## src/rtl/instr_loader.sv

```systemverilog
// instr_loader: byte-stream program loader feeding the instruction memory
// write port. Bytes arrive over a valid/ready handshake and are packed
// big-endian into 32-bit words. Each word's opcode field [31:26] is checked
// against the legal ISA opcode set. Legal words are written to sequential
// addresses. The core is held stalled until a terminator word arrives.
//
// Ports:
//   clk, rst          system clock, asynchronous active-high reset
//   start             single-cycle pulse that begins or restarts a session
//   in_data/in_valid  stream byte and its valid
//   in_ready          a byte is consumed when in_valid && in_ready
//   imem_we/addr/wdata instruction memory write port, one cycle per word
//   cpu_stall         holds core fetch/PC; low only in DONE
//   done / error      sticky session result, cleared by the next start
//   err_code          01 illegal opcode, 10 memory overflow
//   err_addr          word address at which the error was detected
//   word_count        words written this session
//
// state | meaning
// IDLE  | waiting for the first start after reset
// LOAD  | accepting bytes of the current word
// WRITE | one cycle: classify the assembled word, write it if legal
// DONE  | terminator seen, core released
// ERROR | session aborted (illegal opcode or overflow), core held
module instr_loader #(
  parameter int          ADDR_W    = 10,
  parameter logic [31:0] TERM_WORD = 32'hFFFF_FFFF
) (
  input  logic              clk,
  input  logic              rst,
  input  logic              start,
  input  logic [7:0]        in_data,
  input  logic              in_valid,
  output logic              in_ready,
  output logic              imem_we,
  output logic [ADDR_W-1:0] imem_addr,
  output logic [31:0]       imem_wdata,
  output logic              cpu_stall,
  output logic              done,
  output logic              error,
  output logic [1:0]        err_code,
  output logic [ADDR_W-1:0] err_addr,
  output logic [ADDR_W:0]   word_count
);

  typedef enum logic [2:0] {
    IDLE,
    LOAD,
    WRITE,
    DONE,
    ERROR
  } state_t;

  localparam logic [ADDR_W-1:0] ADDR_MAX = {ADDR_W{1'b1}};

  state_t              state_q, state_d;
  logic [31:0]         word_q;
  logic [1:0]          byte_cnt_q;
  logic [ADDR_W-1:0]   addr_q;
  logic                full_q;
  logic [ADDR_W:0]     word_count_q;
  logic [1:0]          err_code_q;
  logic [ADDR_W-1:0]   err_addr_q;

  logic clear_session;
  logic load_byte;
  logic do_write;
  logic set_err_op;
  logic set_err_full;
  logic is_term;
  logic op_legal;

  function automatic logic opcode_legal(input logic [5:0] op);
    logic ok;
    case (op)
      6'b000000, 6'b000001, 6'b000010, 6'b000011, 6'b000100,
      6'b001001, 6'b001010, 6'b001011, 6'b001100,
      6'b010001, 6'b010010, 6'b010011, 6'b010100,
      6'b011001, 6'b011010,
      6'b101001, 6'b101010, 6'b101011,
      6'b111000, 6'b111001, 6'b111010, 6'b111011,
      6'b111100, 6'b111101, 6'b111110: ok = 1'b1;
      default:                         ok = 1'b0;
    endcase
    return ok;
  endfunction

  assign is_term  = (word_q == TERM_WORD);
  assign op_legal = opcode_legal(word_q[31:26]);

  always_ff @(posedge clk or posedge rst) begin
    if (rst) begin
      state_q <= IDLE;
    end else begin
      state_q <= state_d;
    end
  end

  always_comb begin
    state_d       = state_q;
    in_ready      = 1'b0;
    imem_we       = 1'b0;
    cpu_stall     = 1'b1;
    done          = 1'b0;
    error         = 1'b0;
    clear_session = 1'b0;
    load_byte     = 1'b0;
    do_write      = 1'b0;
    set_err_op    = 1'b0;
    set_err_full  = 1'b0;
    case (state_q)
      IDLE: begin
        if (start) begin
          state_d       = LOAD;
          clear_session = 1'b1;
        end
      end
      LOAD: begin
        in_ready = 1'b1;
        if (in_valid) begin
          // Once the last address is used, any further byte means the
          // program does not fit, even if it would have been a terminator.
          if (full_q) begin
            state_d      = ERROR;
            set_err_full = 1'b1;
          end else begin
            load_byte = 1'b1;
            if (byte_cnt_q == 2'd3) begin
              state_d = WRITE;
            end
          end
        end
      end
      WRITE: begin
        if (is_term) begin
          state_d = DONE;
        end else if (!op_legal) begin
          state_d    = ERROR;
          set_err_op = 1'b1;
        end else begin
          imem_we  = 1'b1;
          do_write = 1'b1;
          state_d  = LOAD;
        end
      end
      DONE: begin
        cpu_stall = 1'b0;
        done      = 1'b1;
        if (start) begin
          state_d       = LOAD;
          clear_session = 1'b1;
        end
      end
      ERROR: begin
        error = 1'b1;
        if (start) begin
          state_d       = LOAD;
          clear_session = 1'b1;
        end
      end
      default: begin
        state_d = IDLE;
      end
    endcase
  end

  always_ff @(posedge clk or posedge rst) begin
    if (rst) begin
      word_q       <= '0;
      byte_cnt_q   <= '0;
      addr_q       <= '0;
      full_q       <= 1'b0;
      word_count_q <= '0;
      err_code_q   <= '0;
      err_addr_q   <= '0;
    end else begin
      if (clear_session) begin
        word_q       <= '0;
        byte_cnt_q   <= '0;
        addr_q       <= '0;
        full_q       <= 1'b0;
        word_count_q <= '0;
        err_code_q   <= '0;
        err_addr_q   <= '0;
      end
      // Shifting left packs the first byte of a word into [31:24].
      if (load_byte) begin
        word_q     <= {word_q[23:0], in_data};
        byte_cnt_q <= byte_cnt_q + 2'd1;
      end
      if (do_write) begin
        word_count_q <= word_count_q + 1'b1;
        if (addr_q == ADDR_MAX) begin
          full_q <= 1'b1;
        end else begin
          addr_q <= addr_q + 1'b1;
        end
      end
      if (set_err_op) begin
        err_code_q <= 2'b01;
        err_addr_q <= addr_q;
      end
      if (set_err_full) begin
        err_code_q <= 2'b10;
        err_addr_q <= ADDR_MAX;
      end
    end
  end

  assign imem_addr  = addr_q;
  assign imem_wdata = word_q;
  assign err_code   = err_code_q;
  assign err_addr   = err_addr_q;
  assign word_count = word_count_q;

endmodule

```

## config.mk

```make
export PLATFORM = sky130hd
export DESIGN_NAME = instr_loader
export DESIGN_NICKNAME = d
export VERILOG_FILES = /design/src/rtl/instr_loader.sv
export SDC_FILE = /design/constraint.sdc
export NUM_CORES = 1
export LEC_CHECK = 0
export CAP_MARGIN = 20
export CORE_ASPECT_RATIO = 1.5
export CORE_MARGIN = 2
export CORE_UTILIZATION = 40
export DETAILED_ROUTE_END_ITERATION = 8
export GPL_ROUTABILITY_DRIVEN = 0
export PLACE_DENSITY = 0.7
export SLEW_MARGIN = 15
export SYNTH_ARGS = -nofsm -noshare
export SYNTH_HDL_FRONTEND = slang
export SYNTH_SLANG_ARGS = --single-unit
```

## constraint.sdc

```tcl
create_clock -name clk -period 2.6 [get_ports clk]
set_input_delay 0.52 -clock clk [delete_from_list [all_inputs] [get_ports clk]]
set_output_delay 0.52 -clock clk [all_outputs]
set_load 0.01 [all_outputs]
```

==> reports/metrics.cfg <==
[power]
internal-power_uw=2730
swShare_pct=34.3
p_leak_uw=0.00205
clkPwrFrac_pct=26.8
p_switching_uw=1420
comb_power_share_pct=35.1
seqPwrFrac_pct=38.1
powerDensity_nw_per_um2=888
ir_drop_mv=0.567

[final_layout]
fin_cells=524
n_antenna_cell=0
fin_nets=433
area_delta_synth_final_pct=37.7
drive_gt1_share_pct=10.1
fillers=763

[yosys]
ys.flop_type=dfrtp_1
synth_area_um2=3400
syn_area_per_cell_um2=10.5
synth_area_leader_cell=dfrtp_1
yosys_warnings=0
synthArstFlopShare_pct=100
syn_nets=342
synth_top_area_share_pct=52.3
synth.top_cells.by_area=dfrtp_1 52%, a22o_1 8.5%, nand2_1 3.8%
seq_area_frac_synth_pct=52.3
ys_ff_latch=71
synthCells=323
synth_cell_types=46
synth_edf_count=0

[critical_path]
worstPathMaxFanout=4
crit_path_end=imem_we
path_class=register to output port
r2r_cells=8
arrival_ns=1.91
reg2reg_slack_ns=0.20
r2r-end=word_count[6]
startpoint=imem_wdata[26]
worst_setup_path_end_kind=output port
worstPathRequired_ns=2.08
timing.rr.start=imem_wdata[26]
startpoint_type=register

[cts]
ctsRootBufferMaster=clkbuf_16
clk_latency_ns=0.33
clock_sinks=71
path_clk_slew_ns=0.05
cts_tree=built
clockBufferDepth=2
hold_buffers=0
cts.htree.levels=3
cts_buffers=9

[routing]
drt_wl_total_um=8850
vias_per_cell=5.80
drt_iter0_drc=140
drc=0
vias=3038
dr.pass1.iters=4
wl_per_cell_um=16.9
ant_nets=0

[die]
num_rows=41
fp.coreArea_um2=8310
dieArea_um2=9260
io_pins=82
die_h_um=117
start_util_pct=40.9
die_x_um=79.2

[sta]
rsz0062_at_grt=no
setup_viol=0
worst_slew_pin_slew_ns=0.699
period_share_pct=93.5
skew_ns=0.00498
finalCriticalPeriod_ns=2.43
relSlewSlack_pct=52.8
timing.fmax_mhz=412
finalHoldViolCount=0
setup-tns-final_ns=0
drv_slew=0
worst_slack_ns=0.170
fin_hold_ws_ns=0.475

[global_route]
grt-busiest-layer=met2
use_met3_pct=4.22
use_met1_pct=24.4
met2_usage_pct=33.7
grt_max_degree=72
grt_usage_pct=20.3
antenna_found_initial=0
grt_overflow_total=0
grt_pass1_vias=3025
grt_pass1_wl_um=14500

[place]
dp_hpwl_um=6090
pre_cts_ws_ns=0.106
dp.cells=508
numPortBuffers=81

[run]
cap_violations=0

[hold_path]
hp-class=register to register

[status]
status=finished, final reports clean

-- synthesized netlist by cell type (all sizes together) (6+ instances only) --
cell type / instances
o21ai: 13
nor2: 14
a22o: 33
o211ai: 16
dfrtp: 71
mux2i: 10
nand4: 19
clkbuf: 6
buf: 11
inv: 18
ha: 7
nand3: 24
nand2: 34
-- worst max-delay path, cell delays in order (launching register included) --
cell	delay, ns
dfrtp_1	0.39
inv_1	0.06
ha_1	0.13
inv_1	0.05
ha_1	0.18
o2111a_1	0.25
a41o_1	0.24
nand2_2	0.08
inv_2	0.06
buf_2	0.13
-- area by class of cell --
class | count | area, um^2 | area share, %
Tap cell | 107 | 134 | 2.86
Inverter | 18 | 67.6 | 1.44
Multi-Input combinational cell | 217 | 1480 | 31.7
Clock buffer | 13 | 260 | 5.56
Clock inverter | 1 | 5.00 | 0.107
Sequential cell | 71 | 1780 | 38.0
Timing Repair Buffer | 97 | 951 | 20.3
-- cell families after synthesis --
logic type	count (synthesis)	synth area share, %
and+or+nand+nor	116	18.1
buffers and inverters	35	4.27
muxes	12	3.61
xor gates and xnor gates	3	0.774
DFF	71	52.3
AOI/OAI and AO/OA	79	18.3
adders and majority gates	7	2.58
-- through the flow --
stage                     total power (uW)  instance area [um^2]  utilization (%)
after CTS                             4160                  4670             56.2
after global placement                3010                  4400             52.9
after detailed placement              3030                  4400             52.9
after global routing                  4370                  4680             56.3
final                                 4150                  4680             56.3
after floorplan                       2290                  3400                -
-- registers in the layout (all words and copies together) (netlist names) --
name / cells
byte_cnt_q: 2
err_addr: 10
err_code: 2
full_q: 1
imem_addr: 10
imem_wdata: 32
state_q: 3
word_count: 11
-- worst min path at each step --
stage	from	to	slack [ns]	depth (start not counted)
floorplan	byte_cnt_q[1]	byte_cnt_q[1]	0.47	1
global placement	word_count[10]	word_count[10]	0.47	1
detailed placement	word_count[10]	word_count[10]	0.47	1
CTS	word_count[10]	word_count[10]	0.48	1
global route	word_count[10]	word_count[10]	0.51	1
finish	word_count[10]	word_count[10]	0.47	1
-- cells in the final DEF (no fill, tap or decap), types with 3 or more instances in the layout --
cell and instances:
a22o_1 33, o211ai_1 16, o21ai_0 11, ha_1 7
nand3_1 24, buf_4 14, nor2_1 12, inv_1 16
mux2i_1 10, dfrtp_1 71, nor3_1 3, clkdlybuf4s50_1 80
nand4_1 19, and3_1 4, clkbuf_16 9, nand2_1 33
o221ai_1 3
-- power by group through the flow --
stage                     clock, uW  combinational (uW)  sequential [uW]
after CTS                      1130                1450             1580
after floorplan                   0                 687             1600
after detailed placement          0                1440             1600
after global routing           1180                1570             1620
final                          1110                1460             1580
after global placement            0                1420             1590
-- timing repair --
item / CTS / global route
cloned: 0 / 0
gates resized for setup: 3 / 3
buffers inserted: 1 / 1
pin swaps: 0 / 1
endpoints found under the setup margin: 1 / 1
-- metal layers --
layer / vias up / share of wire, %
met5: - / 0
met2: 120 / 51
met3: 20 / 5.9
met4: 0 / 2.9
li1: 1390 / -
met1: 1508 / 40
Power figures use the tool's default switching activity.
